$ cat src/rtl/dly_tap_ctrl.sv
// Tap-load sequencer for VAR_LOAD IDELAYE2/ODELAYE2 lanes: serialises tap writes/reads,
// zero-initialises every lane after IDELAYCTRL ready, and verifies each load by readback.
module dly_tap_ctrl #(
  parameter int unsigned W      = 8,
  parameter int unsigned TAPW   = 5,
  parameter int unsigned SETTLE = 4,
  localparam int unsigned LW    = (W > 1) ? $clog2(W) : 1
) (
  input  logic              clk,
  input  logic              rst,
  input  logic              dlyctrl_rdy,
  input  logic              cmd_valid,
  output logic              cmd_ready,
  input  logic              cmd_wr,
  input  logic [LW-1:0]     cmd_lane,
  input  logic [TAPW-1:0]   cmd_tap,
  output logic              rsp_valid,
  input  logic              rsp_ready,
  output logic [TAPW-1:0]   rsp_tap,
  output logic              rsp_err,
  output logic [W-1:0]      ld,
  output logic [W*TAPW-1:0] cntvaluein,
  input  logic [W*TAPW-1:0] cntvalueout,
  output logic              init_done
);

  typedef enum logic [2:0] {
    StInitWait, StInitLoad, StIdle, StLoad, StSettle, StCheck, StResp
  } state_e;

  logic [1:0]      r_rst_sync;
  logic            w_rst;
  state_e          r_state, w_state_nxt;
  logic            r_rdy_seen, w_rdy_seen_nxt;
  logic [LW-1:0]   r_lane, w_lane_nxt;
  logic [3:0]      r_cnt, w_cnt_nxt;
  logic [TAPW-1:0] r_tap, w_tap_nxt;
  logic            r_rsp_valid, w_rsp_valid_nxt;
  logic [TAPW-1:0] r_rsp_tap, w_rsp_tap_nxt;
  logic            r_rsp_err, w_rsp_err_nxt;
  logic            r_init_done, w_init_done_nxt;
  logic            r_abort, w_abort_nxt;
  logic [TAPW-1:0] r_shadow [W];
  logic [TAPW-1:0] w_out [W];
  logic            w_ld_cycle;
  logic [TAPW-1:0] w_ld_val;
  logic            w_lane_ok;
  logic            w_accept;

  // Reset asserts asynchronously but is released on a clock edge.
  always_ff @(posedge clk or posedge rst) begin
    if (rst) r_rst_sync <= 2'b11;
    else     r_rst_sync <= {r_rst_sync[0], 1'b0};
  end
  assign w_rst = r_rst_sync[1];

  always_comb begin
    for (int unsigned i = 0; i < W; i++) w_out[i] = cntvalueout[i*TAPW +: TAPW];
  end

  assign w_lane_ok = 32'(cmd_lane) < W;
  assign cmd_ready = (r_state == StIdle) && !r_rsp_valid && dlyctrl_rdy;
  assign w_accept  = cmd_valid && cmd_ready;
  assign rsp_valid = r_rsp_valid;
  assign rsp_tap   = r_rsp_tap;
  assign rsp_err   = r_rsp_err;
  assign init_done = r_init_done;

  always_comb begin
    w_state_nxt      = r_state;
    w_rdy_seen_nxt   = r_rdy_seen;
    w_lane_nxt       = r_lane;
    w_cnt_nxt        = r_cnt;
    w_tap_nxt        = r_tap;
    w_rsp_valid_nxt  = r_rsp_valid;
    w_rsp_tap_nxt    = r_rsp_tap;
    w_rsp_err_nxt    = r_rsp_err;
    w_init_done_nxt  = r_init_done;
    w_abort_nxt      = r_abort;
    w_ld_cycle       = 1'b0;
    w_ld_val         = '0;
    unique case (r_state)
      StInitWait: begin
        if (!dlyctrl_rdy) begin
          w_rdy_seen_nxt = 1'b0;
        end else if (r_rdy_seen) begin
          w_rdy_seen_nxt = 1'b0;
          w_state_nxt    = StInitLoad;
          w_lane_nxt     = '0;
          w_cnt_nxt      = '0;
        end else begin
          w_rdy_seen_nxt = 1'b1;
        end
      end
      StInitLoad: begin
        w_ld_cycle = (r_cnt == 4'd0);
        if (32'(r_cnt) == SETTLE) begin
          w_cnt_nxt = '0;
          if (32'(r_lane) == W - 1) begin
            w_state_nxt     = StIdle;
            w_init_done_nxt = 1'b1;
          end else begin
            w_lane_nxt = r_lane + LW'(1);
          end
        end else begin
          w_cnt_nxt = r_cnt + 4'd1;
        end
      end
      StIdle: begin
        if (w_accept) begin
          w_lane_nxt = cmd_lane;
          w_tap_nxt  = cmd_tap;
          if (!w_lane_ok) begin
            w_state_nxt     = StResp;
            w_rsp_valid_nxt = 1'b1;
            w_rsp_tap_nxt   = '0;
            w_rsp_err_nxt   = 1'b1;
          end else if (cmd_wr) begin
            w_state_nxt = StLoad;
          end else begin
            w_state_nxt     = StResp;
            w_rsp_valid_nxt = 1'b1;
            w_rsp_tap_nxt   = w_out[cmd_lane];
            w_rsp_err_nxt   = 1'b0;
          end
        end
      end
      StLoad: begin
        w_ld_cycle = 1'b1;
        w_ld_val   = r_tap;
        // The CHECK cycle is the last of the SETTLE cycles after the LD pulse.
        if (SETTLE <= 1) begin
          w_state_nxt = StCheck;
        end else begin
          w_state_nxt = StSettle;
          w_cnt_nxt   = 4'd1;
        end
      end
      StSettle: begin
        if (32'(r_cnt) >= SETTLE - 1) w_state_nxt = StCheck;
        else                          w_cnt_nxt   = r_cnt + 4'd1;
      end
      StCheck: begin
        w_state_nxt     = StResp;
        w_rsp_valid_nxt = 1'b1;
        w_rsp_tap_nxt   = w_out[r_lane];
        w_rsp_err_nxt   = (w_out[r_lane] != r_tap);
      end
      StResp: begin
        if (rsp_ready) begin
          w_rsp_valid_nxt = 1'b0;
          w_rsp_tap_nxt   = '0;
          w_rsp_err_nxt   = 1'b0;
          w_abort_nxt     = 1'b0;
          w_state_nxt     = (r_abort || !dlyctrl_rdy) ? StInitWait : StIdle;
        end
      end
      default: w_state_nxt = StInitWait;
    endcase

    // Losing IDELAYCTRL ready aborts everything; an in-flight write still gets a response.
    if (!dlyctrl_rdy && r_state != StInitWait) begin
      w_init_done_nxt = 1'b0;
      w_ld_cycle      = 1'b0;
      w_rdy_seen_nxt  = 1'b0;
      case (r_state)
        StLoad, StSettle, StCheck: begin
          w_state_nxt     = StResp;
          w_rsp_valid_nxt = 1'b1;
          w_rsp_tap_nxt   = w_out[r_lane];
          w_rsp_err_nxt   = 1'b1;
          w_abort_nxt     = 1'b1;
        end
        StResp: begin
          if (!rsp_ready) w_abort_nxt = 1'b1;
        end
        default: w_state_nxt = StInitWait;
      endcase
    end
  end

  always_comb begin
    ld = w_ld_cycle ? (W'(1) << r_lane) : '0;
    for (int unsigned i = 0; i < W; i++) begin
      cntvaluein[i*TAPW +: TAPW] = (w_ld_cycle && 32'(r_lane) == i) ? w_ld_val : r_shadow[i];
    end
  end

  always_ff @(posedge clk or posedge w_rst) begin
    if (w_rst) r_state <= StInitWait;
    else       r_state <= w_state_nxt;
  end

  always_ff @(posedge clk or posedge w_rst) begin
    if (w_rst) begin
      r_rdy_seen  <= 1'b0;
      r_lane      <= '0;
      r_cnt       <= '0;
      r_tap       <= '0;
      r_rsp_valid <= 1'b0;
      r_rsp_tap   <= '0;
      r_rsp_err   <= 1'b0;
      r_init_done <= 1'b0;
      r_abort     <= 1'b0;
      for (int unsigned i = 0; i < W; i++) r_shadow[i] <= '0;
    end else begin
      r_rdy_seen  <= w_rdy_seen_nxt;
      r_lane      <= w_lane_nxt;
      r_cnt       <= w_cnt_nxt;
      r_tap       <= w_tap_nxt;
      r_rsp_valid <= w_rsp_valid_nxt;
      r_rsp_tap   <= w_rsp_tap_nxt;
      r_rsp_err   <= w_rsp_err_nxt;
      r_init_done <= w_init_done_nxt;
      r_abort     <= w_abort_nxt;
      if (w_ld_cycle) r_shadow[r_lane] <= w_ld_val;
    end
  end

endmodule

$ cat config.mk
export PLATFORM = sky130hd
export DESIGN_NAME = dly_tap_ctrl
export DESIGN_NICKNAME = d
export VERILOG_FILES = /design/src/rtl/dly_tap_ctrl.sv
export SDC_FILE = /design/constraint.sdc
export NUM_CORES = 1
export LEC_CHECK = 0
export CORE_ASPECT_RATIO = 0.8
export CORE_UTILIZATION = 30
export DETAILED_ROUTE_END_ITERATION = 7
export DONT_BUFFER_PORTS = 1
export GPL_TIMING_DRIVEN = 1
export HOLD_SLACK_MARGIN = 0.15
export PLACE_DENSITY = 0.47
export REMOVE_ABC_BUFFERS = 1
export SLEW_MARGIN = 40
export SYNTH_ARGS = -nofsm -noshare
export SYNTH_HDL_FRONTEND = slang
export SYNTH_SLANG_ARGS = --single-unit
export TNS_END_PERCENT = 30
$ cat constraint.sdc
create_clock -name clk -period 2.7 [get_ports clk]
set_clock_uncertainty 0.15 [all_clocks]
set_input_delay 0.27 -clock clk [delete_from_list [all_inputs] [get_ports clk]]
set_output_delay 0.27 -clock clk [all_outputs]
set_load 0.005 [all_outputs]
==> flow_summary.ini <==
[sta]
maxClockFrequency_mhz = 390.3
tightest_slew_ns = 0.5636
unrepaired_setup_endpoints_after_global_routing = yes
setup-tns-final_ns = 0
setup_viol = 0
finalWorstPathRequiredPeriod_ns = 2.562
finalHoldViolations = 0
finalCritPeriodShare_pct = 94.89
slew_violations = 0
fin_hold_ws_ns = 0.1648
slew-limit-headroom_pct = 62.43

[placed_design]
gp_routability_congestion = 0.7980
place_hpwl_um = 8656
buffer_ports.inserted = 0

[synth]
yosys.area_share.xor_xnor_pct = 1.236
synth.yosys.seq_area_share_pct = 39.48
post_synth_num_cell_types = 53
synth.area.top_cells = sky130_fd_sc_hd__dfrtp_1, sky130_fd_sc_hd__mux4_2, sky130_fd_sc_hd__o21ai_0
synthesis.area_um2 = 4253
main_combinational_cell_family_by_area_after_synthesis = multiplexers
synth_edf_count = 0
synth.ff_latch_count = 67
syn-instance-count = 453
synth_top_cells_by_count = sky130_fd_sc_hd__nand2_1, sky130_fd_sc_hd__o21ai_0, sky130_fd_sc_hd__dfrtp_1, sky130_fd_sc_hd__mux2_2, sky130_fd_sc_hd__clkbuf_1
synth_async_sr_flop_share_pct = 100.0
synth_most_common_cell = sky130_fd_sc_hd__nand2_1
yosys_most_used_dff = sky130_fd_sc_hd__dfrtp_1
post-synth-top-area-cell = sky130_fd_sc_hd__dfrtp_1
synth-compound-area-share_pct = 16.27
synth_area_in_simple_gates_pct = 16.45
synth_top_area_share_pct = 38.25
syn-mean-instance-area_um2 = 9.388
ys.warnings.count = 0
synthMuxAreaShare_pct = 19.09
synth_fa_ha_area_share_pct = 2.354

[route]
dr.first_iter.drc_count = 229
post_drt_wl_per_cell_um = 18.48
drt_wl_total_um = 11970
routed_via_density = 5.245
detailroute.via_count = 3399
drc = 0
antenna_left = 0
first_pass_iters = 5

[clock_tree]
cts_setup_buffers = 0
clock_insertion_delay_worst_skew_ns = 0.33
path_clk_slew_ns = 0.06
cts_htree_levels = 3
root_buffer = sky130_fd_sc_hd__clkbuf_16
cts_buffer_depth = 2
cts_bufs_inserted = 9
cts_tree = built
cts_sinks = 67

[layout]
antenna-diode-count = 0
final_layout_size_suffix_gt1_share_pct = 20.94
fillers = 1404
final_core_util_pct = 36.30
finish.net_count = 525
areaGrowthSynthToFinish_pct = 16.89

[floorplan]
die-height_um = 108.5
fp-row-count = 38
dieArea_um2 = 14660
core_area_um2 = 13690
initial_core_util_pct = 31.06
die_x_um = 135.1
num_io_pins = 111

[setup_path]
crit_path_cell_trace = and2b_2 -> nand2_1 -> nor3_4 -> nand2_1 -> o21ai_0
worst_path_most_repeated_cell = sky130_fd_sc_hd__nand2_1
worst-endpoint-arrival_ns = 2.14
r2r.worst_path.cells = 7
crit_path_max_fanout = 11
worstSetupPathType = flop to output port
worst_setup_path_end_kind = output port
crit_path_top_delay_cell = sky130_fd_sc_hd__dfrtp_1
required_ns = 2.28
worst_setup_path_start_kind = flop
max_stage_delay_ns = 0.46

[global_route]
grt_pass1_vias = 3451
grt_max_degree = 66
grt_first_pass_wirelength_um = 19160
gr-usage-all-layers_pct = 17.25
antenna_found_initial = 0
grt.overflow.total = 0

[worst_hold_path]
min_path_cells = 3
worst_hold_path_type = input port to flop

[power_and_ir_drop]
power_w = 0.003997
power_leakage_nw = 2.115
power_per_cell_area_nw_per_um2 = 804.1
vdd.ir_drop.worst_mv = 0.4248

[run_status]
run_status = complete, no violations

[job]
cap_viol_max_count = 0
## worst paths after layout
check | start | end | slack (ns)
min | cmd_lane[2] | rsp_tap[1] | 0.16
max in group asynchronous | r_rst_sync[1] | r_state[1] | 1.91
min in group asynchronous | r_rst_sync[1] | rsp_tap[1] | 0.18
max | r_state[2] | cntvaluein[13] | 0.14
min reg2reg | r_rst_sync[1] | rsp_tap[1] | 0.18
max reg2reg | r_state[0] | rsp_valid | 0.22
## layer usage
metal | routed length [um] | GRT usage, % | part of all wire (%) | up-vias
li1 | - | - | - | 1618
met1 | 5575 | 23.08 | 47 | 1678
met2 | 5509 | 27.22 | 46 | 90
met3 | 764 | 5.204 | 6.4 | 13
met4 | 125 | 4.173 | 1.0 | 0
met5 | 0 | 0 | 0 | -
## final cells by class
type,instances,area (um2),area share [%]
multi-input cells,337,2390,48.07
flip-flops and latches,67,1682,33.83
repair buffers,29,275.3,5.537
clock buffers,10,239.0,4.807
well taps,180,225.2,4.531
clock inverters,6,88.84,1.787
inverters,19,71.32,1.435
## registers in the layout (all words and copies together), names as in the netlist
name	flops
r_state	3
init_done	1
r_rst_sync	2
r_shadow	40
rsp_tap	5
r_tap	5
rsp_err	1
r_cnt	4
r_lane	3
r_abort	1
rsp_valid	1
r_rdy_seen	1
## power breakdown
group          switching, W  total (W)  internal, W
Combinational      0.000650    0.00128     0.000628
Clock              0.000441    0.00127     0.000833
Sequential         0.000282    0.00145      0.00116
## cells by family after synthesis
family | Yosys count
simple gates | 151
compound gates | 120
flops | 67
mux | 51
buf+inv | 49
fa+ha+maj | 8
xor+xnor | 6
other cells | 1
## per-stage QoR
step / cells / setup WS [ns] / instance area (um2)
floorplan: 423 / 0.4511 / 4110
global placement: 619 / 0.2404 / 4481
detailed placement: 619 / 0.2172 / 4481
CTS: 648 / 0.01998 / 4946
global route: 648 / -0.05325 / 4971
finish: 648 / 0.1378 / 4971
## critical path: cells and delay by family (launching register included)
kind	cells	cell delay [ns]
AOI/OAI and AO/OA	1	0.30
and+or+nand+nor	4	1.05
DFF	1	0.46
## placed cells by master (no fill, tap or decap), drive strengths merged, types with 3 or more instances in the layout
cell / Yosys / final
clkbuf: 20 / 10
dfrtp: 65 / 65
and3: 8 / 8
ha: 8 / 8
nor2: 19 / 19
o21ai: 74 / 74
o22ai: 6 / 6
buf: 10 / 16
nand2: 92 / 92
nand3: 5 / 5
mux2: 25 / 25
mux2i: 6 / 6
xnor2: 4 / 4
nor3: 4 / 4
nor2b: 6 / 6
and2: 3 / 3
nand2b: 5 / 5
a21oi: 18 / 18
dlygate4sd3: 0 / 13
a22oi: 6 / 6
a22o: 4 / 4
inv: 19 / 19
mux4: 20 / 20
## repair_timing
item,4_1_cts,5_1_grt
hold buffers,13,0
endpoints found under the setup margin,30,39
endpoints found under the hold margin,22,0
resized for setup,2,13
(Power assumes the default switching activity.)
